--- src/rtl/vx_tl_mem_arbiter.sv ---
// Shares one TileLink-UL master port between the icache and dcache request streams.
// Round-robin grant into a registered A stage, per-requester outstanding limits, combinational D routing.
module vx_tl_mem_arbiter #(
  parameter int ADDR_WIDTH      = 32,
  parameter int TAG_WIDTH       = 7,
  parameter int MAX_OUTSTANDING = 4
) (
  input  logic                  clk_i,
  input  logic                  rst_ni,

  input  logic                  i_req_valid_i,
  output logic                  i_req_ready_o,
  input  logic [ADDR_WIDTH-1:0] i_req_addr_i,
  input  logic [TAG_WIDTH-1:0]  i_req_tag_i,
  output logic                  i_rsp_valid_o,
  input  logic                  i_rsp_ready_i,
  output logic [31:0]           i_rsp_data_o,
  output logic [TAG_WIDTH-1:0]  i_rsp_tag_o,

  input  logic                  d_req_valid_i,
  output logic                  d_req_ready_o,
  input  logic                  d_req_rw_i,
  input  logic [3:0]            d_req_byteen_i,
  input  logic [ADDR_WIDTH-1:0] d_req_addr_i,
  input  logic [31:0]           d_req_data_i,
  input  logic [TAG_WIDTH-1:0]  d_req_tag_i,
  output logic                  d_rsp_valid_o,
  input  logic                  d_rsp_ready_i,
  output logic [31:0]           d_rsp_data_o,
  output logic [TAG_WIDTH-1:0]  d_rsp_tag_o,

  output logic                  mem_a_valid_o,
  input  logic                  mem_a_ready_i,
  output logic [2:0]            mem_a_opcode_o,
  output logic [2:0]            mem_a_param_o,
  output logic [3:0]            mem_a_size_o,
  output logic [TAG_WIDTH:0]    mem_a_source_o,
  output logic [ADDR_WIDTH-1:0] mem_a_address_o,
  output logic [3:0]            mem_a_mask_o,
  output logic [31:0]           mem_a_data_o,
  output logic                  mem_a_corrupt_o,

  input  logic                  mem_d_valid_i,
  output logic                  mem_d_ready_o,
  input  logic [2:0]            mem_d_opcode_i,
  input  logic [TAG_WIDTH:0]    mem_d_source_i,
  input  logic [31:0]           mem_d_data_i,
  input  logic                  mem_d_denied_i,

  output logic                  err_denied_o,
  output logic                  busy_o
);

  localparam int CW = $clog2(MAX_OUTSTANDING + 1);
  localparam logic [CW-1:0] MAX_CNT = CW'(MAX_OUTSTANDING);
  localparam logic [ADDR_WIDTH-1:0] ADDR_MASK = ~(ADDR_WIDTH'(3));

  localparam logic [2:0] OP_PUT_FULL  = 3'd0;
  localparam logic [2:0] OP_PUT_PART  = 3'd1;
  localparam logic [2:0] OP_GET       = 3'd4;
  localparam logic [2:0] OP_ACK_DATA  = 3'd1;
  localparam logic [3:0] SIZE_WORD    = 4'd2;

  typedef enum logic {
    RR_ICACHE = 1'b0,
    RR_DCACHE = 1'b1
  } rr_e;

  logic                  a_valid_q;
  logic [2:0]            a_opcode_q,  a_opcode_d;
  logic [3:0]            a_size_q;
  logic [TAG_WIDTH:0]    a_source_q,  a_source_d;
  logic [ADDR_WIDTH-1:0] a_address_q, a_address_d;
  logic [3:0]            a_mask_q,    a_mask_d;
  logic [31:0]           a_data_q,    a_data_d;

  rr_e                   rr_q, rr_d;
  logic [CW-1:0]         i_cnt_q, i_cnt_d;
  logic [CW-1:0]         d_cnt_q, d_cnt_d;
  logic                  err_q, err_d;

  logic slot_free, i_elig, d_elig, grant_i, grant_d;
  logic d_sel, d_is_data, d_fire, i_dec, d_dec;

  // ---------------- arbitration ----------------
  assign slot_free = !a_valid_q || mem_a_ready_i;
  assign i_elig    = i_req_valid_i && (i_cnt_q < MAX_CNT);
  assign d_elig    = d_req_valid_i && (d_cnt_q < MAX_CNT);
  assign grant_i   = slot_free && i_elig && (!d_elig || rr_q == RR_ICACHE);
  assign grant_d   = slot_free && d_elig && (!i_elig || rr_q == RR_DCACHE);

  assign i_req_ready_o = grant_i;
  assign d_req_ready_o = grant_d;

  always_comb begin
    rr_d = rr_q;
    if (grant_i)      rr_d = RR_DCACHE;
    else if (grant_d) rr_d = RR_ICACHE;
  end

  // Requests are always whole-word accesses; the byte enables only shape the mask.
  always_comb begin
    a_opcode_d  = OP_GET;
    a_mask_d    = 4'hF;
    a_source_d  = {1'b0, i_req_tag_i};
    a_address_d = i_req_addr_i & ADDR_MASK;
    a_data_d    = '0;
    if (grant_d) begin
      a_source_d  = {1'b1, d_req_tag_i};
      a_address_d = d_req_addr_i & ADDR_MASK;
      if (d_req_rw_i) begin
        a_opcode_d = (d_req_byteen_i == 4'hF) ? OP_PUT_FULL : OP_PUT_PART;
        a_mask_d   = d_req_byteen_i;
        a_data_d   = d_req_data_i;
      end
    end
  end

  // ---------------- D routing ----------------
  assign d_sel     = mem_d_source_i[TAG_WIDTH];
  assign d_is_data = (mem_d_opcode_i == OP_ACK_DATA);

  // Dcache write acks carry nothing for the core, so they are swallowed here.
  assign mem_d_ready_o = !d_sel ? i_rsp_ready_i : (d_is_data ? d_rsp_ready_i : 1'b1);
  assign d_fire        = mem_d_valid_i && mem_d_ready_o;

  assign i_rsp_valid_o = mem_d_valid_i && !d_sel;
  assign i_rsp_data_o  = mem_d_data_i;
  assign i_rsp_tag_o   = mem_d_source_i[TAG_WIDTH-1:0];
  assign d_rsp_valid_o = mem_d_valid_i && d_sel && d_is_data;
  assign d_rsp_data_o  = mem_d_data_i;
  assign d_rsp_tag_o   = mem_d_source_i[TAG_WIDTH-1:0];

  // Beats for a requester with nothing in flight are stale and must not underflow.
  assign i_dec = d_fire && !d_sel && (i_cnt_q != '0);
  assign d_dec = d_fire &&  d_sel && (d_cnt_q != '0);

  always_comb begin
    i_cnt_d = i_cnt_q;
    if (grant_i && !i_dec)      i_cnt_d = i_cnt_q + CW'(1);
    else if (!grant_i && i_dec) i_cnt_d = i_cnt_q - CW'(1);
  end

  always_comb begin
    d_cnt_d = d_cnt_q;
    if (grant_d && !d_dec)      d_cnt_d = d_cnt_q + CW'(1);
    else if (!grant_d && d_dec) d_cnt_d = d_cnt_q - CW'(1);
  end

  assign err_d = err_q || (d_fire && mem_d_denied_i);

  // ---------------- state ----------------
  always_ff @(posedge clk_i or negedge rst_ni) begin
    if (!rst_ni) begin
      a_valid_q   <= 1'b0;
      a_opcode_q  <= '0;
      a_size_q    <= '0;
      a_source_q  <= '0;
      a_address_q <= '0;
      a_mask_q    <= '0;
      a_data_q    <= '0;
      rr_q        <= RR_ICACHE;
      i_cnt_q     <= '0;
      d_cnt_q     <= '0;
      err_q       <= 1'b0;
    end else begin
      if (grant_i || grant_d) begin
        a_valid_q   <= 1'b1;
        a_opcode_q  <= a_opcode_d;
        a_size_q    <= SIZE_WORD;
        a_source_q  <= a_source_d;
        a_address_q <= a_address_d;
        a_mask_q    <= a_mask_d;
        a_data_q    <= a_data_d;
      end else if (mem_a_ready_i) begin
        a_valid_q   <= 1'b0;
      end
      rr_q    <= rr_d;
      i_cnt_q <= i_cnt_d;
      d_cnt_q <= d_cnt_d;
      err_q   <= err_d;
    end
  end

  assign mem_a_valid_o   = a_valid_q;
  assign mem_a_opcode_o  = a_opcode_q;
  assign mem_a_param_o   = 3'd0;
  assign mem_a_size_o    = a_size_q;
  assign mem_a_source_o  = a_source_q;
  assign mem_a_address_o = a_address_q;
  assign mem_a_mask_o    = a_mask_q;
  assign mem_a_data_o    = a_data_q;
  assign mem_a_corrupt_o = 1'b0;

  assign err_denied_o = err_q;
  assign busy_o       = a_valid_q || (i_cnt_q != '0) || (d_cnt_q != '0);

endmodule

--- config.mk ---
export PLATFORM = sky130hd
export DESIGN_NAME = vx_tl_mem_arbiter
export DESIGN_NICKNAME = d
export VERILOG_FILES = /design/src/rtl/vx_tl_mem_arbiter.sv
export SDC_FILE = /design/constraint.sdc
export NUM_CORES = 1
export LEC_CHECK = 0
export ABC_AREA = 1
export BUFFER_PORTS_ARGS = -buffer_cell sky130_fd_sc_hd__buf_2
export CAP_MARGIN = 15
export CORE_AREA = 2 2 130 132
export DETAILED_ROUTE_END_ITERATION = 6
export DIE_AREA = 0 0 132 134
export HOLD_SLACK_MARGIN = 0.08
export SETUP_SLACK_MARGIN = 0.1
export SYNTH_ARGS = -nofsm -noshare
export SYNTH_HDL_FRONTEND = slang
export SYNTH_SLANG_ARGS = --single-unit
--- constraint.sdc ---
create_clock -name clk_i -period 2.65 [get_ports clk_i]
set_input_delay 0.53 -clock clk_i [delete_from_list [all_inputs] [get_ports clk_i]]
set_output_delay 0.53 -clock clk_i [all_outputs]
set_load 0.01 [all_outputs]
Word-level counts from Yosys, hierarchy flattened
Cells that the tools add are included.
{"block": "totals", "elab_cells": 79, "register_bits": 89, "output_inout_bits": 173}
{"block": "classes", "mux": 19, "n_reduce_logical": 40, "eq_ne": 2, "addsub": 4, "n_lt_le_gt_ge": 2, "n_bitwise": 1}
{"cell": "$mux W32", "count": 3}
{"cell": "$logic_and A1 B1 Y1", "count": 19}
{"cell": "$mux W3", "count": 6}
{"cell": "$logic_not A1 Y1", "count": 8}
{"cell": "$mux W4", "count": 2}
{"cell": "$mux W8", "count": 1}
{"cell": "$reduce_bool A2 Y1", "count": 4}
{"cell": "$logic_or A1 B1 Y1", "count": 7}
{"cell": "$mux W1", "count": 7}
{"cell": "$add A3 B1 Y3 const B", "count": 2}
{"cell": "$lt A3 B3 Y1 const B", "count": 2}
{"cell": "$reduce_bool A3 Y1", "count": 2}
{"cell": "$sub A3 B1 Y3 const B", "count": 2}
{"cell": "$eq A4 B4 Y1 const B", "count": 1}
{"cell": "$eq A3 B1 Y1 const B", "count": 1}
{"cell": "$not A1 Y1", "count": 1}

Depth between registers and ports, before layout
Gate-level depths: netlist of the first run.
{"block": "logic_depth", "depth_word": 9, "mapped_depth": 14, "depth_no_buf": 12}

Worst setup path after synthesis of the first run
OpenSTA, ideal clock, no wires.
{"block": "synth_timing", "path_kind": "input-to-reg", "from": "input port i_req_valid_i", "to": "register i_cnt_q[2]", "arrival_ns": 2.371, "path_stages": 12, "setup_slack_ns": 0.199, "t_required_ns": 2.570, "path_cell_list": "inv_1 -> nor2_2 -> nand2_2 -> buf_4 -> buf_2 -> nor2_1 -> ha_1 -> inv_1 -> fa_1 -> or2_2 -> nand2_1 -> xnor2_1"}
{"block": "synth_between", "elab_chain_cells": 6, "elab_cells_between_ends": 8, "cone_classes": "mux: 1; reduce/logical: 7"}
{"element": "start, declared", "line": "11", "rtl": "input logic i_req_valid_i,"}
{"element": "$logic_and A1 B1 Y1 (*)", "line": "87", "rtl": "assign i_elig = i_req_valid_i && (i_cnt_q < MAX_CNT);"}
{"element": "$logic_and A1 B1 Y1 (*) (2 in a row)", "line": "89", "rtl": "assign grant_i = slot_free && i_elig && (!d_elig || rr_q == RR_ICACHE);"}
{"element": "named net i_req_ready_o", "line": "12", "rtl": "output logic i_req_ready_o,"}
{"element": "$logic_not A1 Y1", "line": "141", "rtl": "else if (!grant_i && i_dec) i_cnt_d = i_cnt_q - CW'(1);"}
{"element": "$logic_and A1 B1 Y1", "line": "141"}
{"element": "$reduce_bool A2 Y1 (no source line)"}
{"element": "end signal, assigned", "line": "179", "rtl": "i_cnt_q <= i_cnt_d;"}
{"element": "end, declared", "line": "78", "rtl": "logic [CW-1:0] i_cnt_q, i_cnt_d;"}
The timed path passes the listed nets; every way through them passes the cells marked *.
A chain may end at the register's enable or synchronous reset.

Worst setup path in the final report of the first run
{"block": "layout_timing", "from": "register i_cnt_q[0]", "to": "register i_cnt_q[2]"}
{"block": "layout_between", "elab_chain_cells": 7, "elab_cells_between_ends": 15, "cone_classes": "add/sub: 2; order compare: 1; mux: 2; reduce/logical: 10"}
{"element": "$lt A3 B3 Y1", "line": "87"}
{"element": "$logic_and A1 B1 Y1", "line": "87"}
{"element": "$logic_and A1 B1 Y1 (2 in a row)", "line": "89"}
{"element": "$logic_not A1 Y1", "line": "141"}
{"element": "$logic_and A1 B1 Y1", "line": "141"}
{"element": "$reduce_bool A2 Y1 (no source line)"}
Several ways; a longest one is shown, not always the timed one. The select of a mux whose other input is x is not followed.

==> impl_metrics.py, run 1 <==
metrics = {
    "yosys": {
        "async_flop_share_pct": 100.0,
        "yosysSeqAreaShare_pct": 42.94,
        "yosysWarnings": 0,
        "synth-main-ff-cell": "dfrtp_1",
        "synth-edff-count": 0,
        "syn_avg_cell_area_um2": 7.969,
        "syn_inst": 629,
        "synth.area.top_cells": "dfrtp_1 43%, nand3_1 15%, buf_4 14%",
        "ys_types": 31,
        "mappedNetlistArea_mm2": 0.005012,
        "ys_ff_latch": 86,
        "synth_top_area_cell": "dfrtp_1",
        "yosysTopAreaCellShare_pct": 42.94,
    },
    "place": {
        "preCtsSetupSlack_ns": 0.3122,
        "portBuffers": 208,
        "placed_cell_area_mm2": 0.005540,
        "dp_hpwl_um": 8836,
        "gp_congestion": 0.7076,
    },
    "timing": {
        "period_minus_slack_ns": 2.005,
        "finalCritPeriodShare_pct": 75.67,
        "hold_slack_ns": 0.1452,
        "slew_violations": 0,
        "fin_ws_ns": 0.6448,
        "clock-skew-final_ns": 0.01132,
        "rsz0062_at_grt": "no",
        "setup_violations": 0,
        "max_clock_freq_mhz": 498.7,
        "tightest_slew_ns": 0.9024,
        "fin_setup_tns_ns": 0,
        "slew_headroom_pct": 39.84,
        "finalHoldViolations": 0,
    },
    "cells_and_area": {
        "drive_gt1_share_pct": 33.47,
        "diodes": 0,
        "syn_to_final_growth_pct": 16.75,
        "nets": 907,
        "final_common_cell": "buf_2",
        "stdcell_area_mm2": 0.005852,
        "final_cell_mix": "207 x buf_2, 151 x nand3_1, 121 x nand2_1",
    },
    "clock_network": {
        "insertion_delay_ns": 0.34,
        "clk_pin_slew_ns": 0.07,
        "cts_resized": 0,
        "root_buffer": "clkbuf_16",
        "h-tree-depth": 3,
        "cts_buffers": 9,
        "cts_setup_buffers": 0,
        "clk_path_buf_depth": 2,
        "postCtsHoldBufs": 0,
        "cts_sinks": 86,
        "cts_tree": "done",
    },
    "job": {
        "drv.max_cap_violation_count": 0,
    },
    "routing": {
        "drt_pre_antenna_iters": 5,
        "drtIter0Drc": 169,
        "wire_per_inst_um": 14.14,
        "vias": 4300,
        "post-route-drc-count": 0,
        "drt-total-wl_um": 13590,
        "viasPerCell": 4.475,
        "postRouteAntennaNets": 0,
    },
    "power": {
        "ir_worst_vdd_mv": 0.3477,
        "total_power_uw": 6173,
        "power_density_mw_per_mm2": 1055,
        "p_leak_uw": 0.003223,
    },
    "grt": {
        "grt_pass1_vias": 4262,
        "grt_use_total_pct": 15.62,
        "antenna_found_initial": 1,
        "overflow": 0,
        "grt_first_pass_wirelength_um": 22130,
        "grt_max_degree": 78,
    },
    "die": {
        "die_area_mm2": 0.01769,
        "num_rows": 47,
        "die_h_um": 134,
        "initial_core_util_pct": 30.77,
        "io_pins": 340,
        "coreArea_mm2": 0.01629,
        "die_x_um": 132,
    },
    "setup_path": {
        "cpMaxStageDelayCell": "dfrtp_1",
        "path_class": "register to register",
        "worstPathRequired_ns": 2.92,
        "slowest_delay_ns": 0.42,
        "start_kind": "register",
        "worst_ep_arrival_time_ns": 2.28,
        "worst-path-max-fanout": 3,
        "cp-end-kind": "register",
        "worstPathCellList": "nor3_1, nor3_1, nand2_1, ha_1, inv_1, fa_1, or2_2, nand2_1, xnor2_1",
    },
    "outcome": {
        "status": "complete, no violations",
    },
    "min_path": {
        "hold_path.class": "primary input to async pin",
    },
}
per-layer routing:
metal,track usage (%),routed length (µm),up-vias,part of all wire [%]
met5,0,8,-,0.059
met4,6.159,289,2,2.1
met3,4.875,1094,27,8.0
met2,24.68,6369,175,47
met1,19.98,5830,1971,43
li1,-,-,2125,-
registers in the layout, indices dropped and copies added (netlist names), 2 cells and up:
| name | flops |
|---|---|
| mem_a_data_o | 32 |
| mem_a_address_o | 30 |
| mem_a_source_o | 8 |
| mem_a_mask_o | 4 |
| d_cnt_q | 3 |
| i_cnt_q | 3 |
| mem_a_opcode_o | 2 |
cell usage after synthesis (2+ instances only):
cell and n:
nand2_2 5, o21ai_1 11, dfrtp_1 86, inv_2 5, xnor2_1 3, buf_4 94
buf_6 8, clkbuf_1 6, or2_2 2, nor2_2 2, ha_1 2, buf_2 19
nand3b_1 4, inv_1 57, nand2_1 122, o21ai_0 28, fa_1 2, nand3_1 151
nor2_1 6, nor3_1 5
final cells by class:
class	count	area (µm²)
Tap cell	220	275.3
Sequential cell	86	2152
Clock inverter	4	55.05
Multi-Input combinational cell	362	1747
Inverter	62	232.7
Fill cell	1761	10440
Timing Repair Buffer	215	1134
Clock buffer	12	256.5
report_power, final:
part	internal, µW	total [µW]	switching [µW]
logic	1030	2680	1650
clock network	786	1320	538
registers	1860	2170	307
total	3680	6170	2490
worst max-delay path: cells and delay by family, from the launching register on:
| kind | cells | cell delay (ns) |
|---|---|---|
| xor gates and xnor gates | 1 | 0.11 |
| adders and majority gates | 2 | 0.51 |
| buffers and inverters | 1 | 0.06 |
| DFF | 1 | 0.42 |
| and+or+nand+nor | 5 | 0.85 |
path summary, 6_finish.rpt:
| check | endpoint | slack, ns | depth (start not counted) | from |
|---|---|---|---|---|
| setup reg to reg | i_cnt_q[2] | 0.64 | 9 | i_cnt_q[0] |
| max in group asynchronous | d_cnt_q[2] | 1.84 | 2 | rst_ni |
| min in group clk_i | mem_a_address_o[18] | 0.42 | 3 | i_req_addr_i[18] |
| hold reg to reg | err_denied_o | 0.46 | 2 | err_denied_o |
| setup / recovery | i_cnt_q[2] | 0.64 | 9 | i_cnt_q[0] |
| hold / removal | mem_a_address_o[16] | 0.15 | 1 | rst_ni |
per-stage QoR:
step / cells / util (%)
after floorplan: 638 / -
after global placement: 945 / 34.01
after detailed placement: 945 / 34.01
after CTS: 961 / 35.92
after global routing: 961 / 35.92
final: 961 / 35.92
cells by family after synthesis:
kind of cell,synth area share (%)
compound gates,4.119
mux,0.2246
fa+ha+maj,1.298
buf+inv,22.94
other cells,0.07482
flops,42.94
xor+xnor,0.6991
simple gates,27.71
(Power assumes the default switching activity.)
==> inputs of run 2 (changes only) <==
Settings changed: CORE_AREA 2 2 130 132 to 2 2 133 135, DIE_AREA 0 0 132 134 to 0 0 135 137.
Clock period 2.65 ns to 1.6 ns, I/O delays scaled along.
==> impl_metrics.py, run 2 (synthesis gave the netlist of run 1 again) <==
metrics = {
    "outcome": {
        "status": "complete, but fails checks",
        "failed_checks": "setup timing",
    },
    "grt": {
        "overflow": 0,
        "grt_use_total_pct": 15.15,
        "grt_first_pass_wirelength_um": 21950,
        "antenna_found_initial": 1,
        "grt_pass1_vias": 4265,
        "grt_max_degree": 48,
    },
    "cells_and_area": {
        "final_cell_mix": "205 x buf_2, 150 x nand3_1, 120 x nand2_1",
        "fin_cells": 1006,
        "drive_gt1_share_pct": 38.80,
        "diodes": 0,
        "stdcell_area_mm2": 0.006327,
        "nets": 947,
        "syn_to_final_growth_pct": 26.24,
        "largest_reg_flops": 32,
        "final_common_cell": "buf_2",
    },
    "timing": {
        "period_minus_slack_ns": 1.790,
        "fin_ws_ns": -0.1895,
        "rsz0062_at_grt": "yes",
        "hold_slack_ns": 0.2090,
        "setup_violations": 22,
        "slew_violations": 0,
        "max_clock_freq_mhz": 558.8,
        "finalCritPeriodShare_pct": 111.8,
        "finalHoldViolations": 0,
        "fin_setup_tns_ns": -1.217,
        "clock-skew-final_ns": 0.01500,
    },
    "place": {
        "portBuffers": 208,
        "placed_cell_area_mm2": 0.005899,
        "gp_congestion": 0.7696,
        "dp.cells": 981,
        "dp_hpwl_um": 9850,
    },
    "routing": {
        "vias": 4483,
        "drt-total-wl_um": 14350,
        "post-route-drc-count": 0,
        "wire_per_inst_um": 14.26,
        "drtIter0Drc": 232,
        "postRouteAntennaNets": 0,
        "drt_pre_antenna_iters": 4,
        "viasPerCell": 4.456,
    },
    "clock_network": {
        "cts_sinks": 86,
        "clk_path_buf_depth": 2,
        "cts_tree": "done",
        "h-tree-depth": 3,
        "clk_pin_slew_ns": 0.07,
        "cts_buffers": 9,
        "insertion_delay_ns": 0.34,
        "root_buffer": "clkbuf_16",
    },
    "power": {
        "ir_worst_vdd_mv": 0.5592,
        "p_sw_share_pct": 40.67,
        "p_clk_share_pct": 18.3,
        "power_density_mw_per_mm2": 1712,
        "p_int_uw": 6428,
        "p_sw_uw": 4406,
        "combPwrFrac_pct": 48.6,
        "p_leak_uw": 0.003459,
        "seqPwrFrac_pct": 33.1,
        "total_power_uw": 10830,
    },
    "die": {
        "coreArea_mm2": 0.01706,
        "die_area_mm2": 0.01850,
        "io_pins": 340,
        "die_h_um": 137,
        "die_x_um": 135,
        "initial_core_util_pct": 29.39,
        "num_rows": 48,
    },
    "setup_path": {
        "start_kind": "register",
        "worstPathRequired_ns": 1.84,
        "worst_ep_arrival_time_ns": 2.03,
        "reg2reg_depth": 9,
        "crit-reg2reg-capture": "i_cnt_q[2]",
        "worst-path-max-fanout": 2,
        "cp-end-kind": "register",
        "path_class": "register to register",
        "r2r_setup_slack_ns": -0.19,
        "timing.rr.start": "i_cnt_q[1]",
    },
    "job": {
        "drv.max_cap_violation_count": 0,
    },
    "min_path": {
        "hold_path.class": "primary input to register",
        "hold_path_depth": 3,
        "holdCritStartpoint": "i_req_addr_i[17]",
        "whs_endpoint": "mem_a_address_o[17]",
    },
}
-- run 2: changes by cell type in the layout (fill, tap and decap cells not counted), sizes merged --
cell | before | now
buf | 215 | 254
bufinv | 1 | 0
clkbuf | 12 | 9
clkinv | 2 | 3
clkinvlp | 1 | 2
dlygate4sd3 | 0 | 1
inv | 62 | 64
-- run 2: layout make-up --
cell class                      count  area (µm²)
Sequential cell                    86        2153
Multi-Input combinational cell    362        1841
Tap cell                          225       281.5
Clock inverter                      7       47.55
Timing Repair Buffer              255        1544
Inverter                           62       235.2
Clock buffer                        9       225.2
Fill cell                        1813       10730
-- run 2: repair_timing --
action | 4_1_cts | 5_1_grt
resized for setup | 12 | 6
endpoints found under the hold margin | 73 | 0
setup endpoints to repair | 85 | 86
setup buffers | 7 | 4
pin swaps | 13 | 6
hold buffers | 1 | 0
-- run 2: worst max-delay path, cell delays in order, from the launching register on --
cell,delay [ns]
dfrtp_1,0.41
nor3_4,0.21
nor3_1,0.06
nand2_1,0.10
ha_4,0.14
inv_2,0.04
fa_2,0.33
a21oi_1,0.18
nand2_2,0.08
xnor2_2,0.13
-- run 2: through the flow --
stage / setup slack [ns] / utilization [%]
global placement: -0.3883 / 34.59
detailed placement: -0.4149 / 34.59
finish: -0.1895 / 37.10
floorplan: -0.4143 / -
global route: -0.2788 / 37.10
CTS: -0.1773 / 36.84
-- run 2: routing by layer --
metal | up-vias | share of wire, % | global-route usage (%)
met2 | 173 | 48 | 24.65
met1 | 2078 | 42 | 18.80
met5 | - | 0.091 | 0
li1 | 2203 | - | -
met3 | 27 | 7.2 | 4.630
met4 | 2 | 2.0 | 6.076
-- run 2: worst max path at each step --
stage | from | to | slack [ns] | depth (start not counted)
CTS | i_cnt_q[2] | i_cnt_q[2] | -0.18 | 9
floorplan | i_cnt_q[2] | i_cnt_q[2] | -0.41 | 11
global route | i_cnt_q[2] | i_cnt_q[2] | -0.28 | 9
global placement | mem_d_source_i[7] | i_cnt_q[2] | -0.39 | 10
finish | i_cnt_q[1] | i_cnt_q[2] | -0.19 | 9
detailed placement | mem_d_source_i[7] | i_cnt_q[2] | -0.41 | 10
-- run 2: power groups by stage --
| stage | combinational (µW) | sequential (µW) | clock [µW] |
|---|---|---|---|
| 3_5_place_dp | 5100 | 3570 | 0 |
| 4_1_cts | 5270 | 3570 | 2060 |
| 5_1_grt | 5840 | 3690 | 2170 |
| 3_3_place_gp | 5040 | 3570 | 0 |
| 6_report | 5270 | 3590 | 1980 |
| 2_1_floorplan | 2850 | 3990 | 0 |
==> inputs of run 3 (changes only) <==
Settings changed: SETUP_SLACK_MARGIN 0.1 to not set, SLEW_MARGIN set to 20.
==> impl_metrics.py, run 3 (synthesis gave the netlist of run 1 again) <==
metrics = {
    "setup_path": {
        "worst-path-max-fanout": 3,
        "path_class": "register to register",
        "worstPathRequired_ns": 1.87,
        "worst_ep_arrival_time_ns": 2.10,
        "cp-end-kind": "register",
        "r2r_setup_slack_ns": -0.23,
        "start_kind": "register",
    },
    "routing": {
        "vias": 4442,
        "drt-total-wl_um": 15170,
        "wl_met2_um": 7222,
        "wl_met1_um": 6593,
        "wire_per_inst_um": 15.02,
        "routed.top_layer": "met4",
        "drtIter0Drc": 153,
        "viasPerCell": 4.398,
        "post-route-drc-count": 0,
        "postRouteAntennaNets": 0,
        "wl_met3_um": 1051,
        "drt_pre_antenna_iters": 4,
    },
    "timing": {
        "finalHoldViolations": 0,
        "finalCritPeriodShare_pct": 114.3,
        "rsz0062_at_grt": "yes",
        "max_clock_freq_mhz": 546.8,
        "period_minus_slack_ns": 1.829,
        "slew_violations": 0,
        "setup_violations": 7,
        "clock-skew-final_ns": 0.01032,
        "fin_ws_ns": -0.2287,
    },
    "cells_and_area": {
        "drive_gt1_share_pct": 39.21,
        "largest_reg_flops": 32,
        "nets": 949,
        "final_cell_mix": "205 x buf_2, 148 x nand3_1, 119 x nand2_1",
        "fillers": 1814,
        "fin_cells": 1010,
        "final_common_cell": "buf_2",
        "syn_to_final_growth_pct": 29.43,
    },
    "clock_network": {
        "insertion_delay_ns": 0.35,
        "h-tree-depth": 3,
        "cts_buffers": 9,
        "clk_path_buf_depth": 2,
        "root_buffer": "clkbuf_16",
        "cts_sinks": 86,
        "cts_tree": "done",
        "clk_pin_slew_ns": 0.07,
    },
    "grt": {
        "grt_use_total_pct": 15.25,
        "grt_first_pass_wirelength_um": 21950,
        "overflow": 0,
        "grt_max_degree": 87,
        "grt_pass1_vias": 4292,
        "antenna_found_initial": 2,
    },
    "place": {
        "dp_hpwl_um": 9506,
        "dp.cells": 978,
        "gp_congestion": 0.7186,
        "portBuffers": 208,
        "preCtsSetupSlack_ns": -0.4059,
    },
    "die": {
        "coreArea_mm2": 0.01706,
        "initial_core_util_pct": 29.39,
        "die_x_um": 135,
        "num_rows": 48,
        "die_h_um": 137,
        "die_area_mm2": 0.01850,
        "io_pins": 340,
    },
    "power": {
        "power_density_mw_per_mm2": 1775,
        "p_leak_uw": 0.003529,
        "ir_worst_vdd_mv": 0.5736,
    },
    "job": {
        "drv.max_cap_violation_count": 0,
    },
    "min_path": {
        "hold_path.class": "primary input to register",
    },
    "outcome": {
        "failed_checks": "setup timing",
        "status": "complete, but fails checks",
    },
}
run 3: changes by cell type in the layout (fill, tap and decap cells not counted), moves of 2 or more:
cell	delta
buf_4	-3
buf_6	+2
clkinv_2	-3
nand3_2	+2
clkbuf_16	+4
nand3_1	-2
bufinv_16	+2
buf_12	-2
diode_2	+2
run 3: final cells by class:
class | instances | area (µm²) | share of cell area (%)
flip-flops and latches | 86 | 2153 | 33.19
well taps | 225 | 281.5 | 4.339
diodes | 2 | 5.005 | 0.07715
inverters | 62 | 235.2 | 3.626
repair buffers | 257 | 1632 | 25.15
clock inverters | 7 | 102.6 | 1.581
multi-input cells | 362 | 1853 | 28.56
clock buffers | 9 | 225.2 | 3.472
run 3: report_power, final:
part | internal (µW) | switching [µW] | leakage, µW | total, µW
clock | 1390 | 963 | 0.000157 | 2350
combinational | 2460 | 3100 | 0.00231 | 5560
sequential | 3080 | 517 | 0.00106 | 3600
run 3: worst max-delay path, stage by stage (launching register included):
cell and delay (ns):
dfrtp_2 0.46, nor2_4 0.11, nand2_2 0.09, nor2_4 0.13
ha_2 0.18, inv_2 0.04, fa_2 0.33, or2_4 0.25
nand2_2 0.06, xnor2_1 0.10
run 3: metal layers:
layer / GRT usage (%) / up-vias
li1: - / 2209
met1: 18.51 / 2045
met2: 24.87 / 162
met3: 4.704 / 26
met4: 7.002 / 0
met5: 0 / -
run 3: what timing repair did:
action                                  4_1_cts  5_1_grt
hold endpoints to repair                     86        0
gates cloned                                  0        5
pin swaps                                     3        7
hold buffers                                  1        0
gates resized for setup                       9       26
endpoints found under the setup margin       13       58
buffers inserted                              6        7
run 3: worst paths after layout:
check | start | endpoint | cells past startpoint
worst max-delay path | i_cnt_q[2] | i_cnt_q[2] | 9
worst min-delay path | i_req_addr_i[25] | mem_a_address_o[25] | 3
worst max register to register | i_cnt_q[2] | i_cnt_q[2] | 9
worst min register to register | err_denied_o | err_denied_o | 2
max in group asynchronous | rst_ni | i_cnt_q[2] | 3
min in group asynchronous | rst_ni | mem_a_address_o[17] | 3
run 3: per-stage QoR:
| step | hold WS [ns] | utilization [%] | area [µm²] | power (µW) | TNS (ns) |
|---|---|---|---|---|---|
| 6_report | 0.1979 | 38.04 | 6487 | 11520 | -0.9654 |
| 5_1_grt | 0.1924 | 38.01 | 6482 | 12440 | -1.360 |
| 4_1_cts | 0.1821 | 36.56 | 6236 | 11160 | -0.9450 |
| 3_5_place_dp | 0.4021 | 34.10 | 5817 | 8584 | -2.046 |
| 3_3_place_gp | 0.4037 | 34.10 | 5817 | 8520 | -1.448 |
| 2_1_floorplan | 0.02441 | - | 5095 | 6824 | -1.478 |
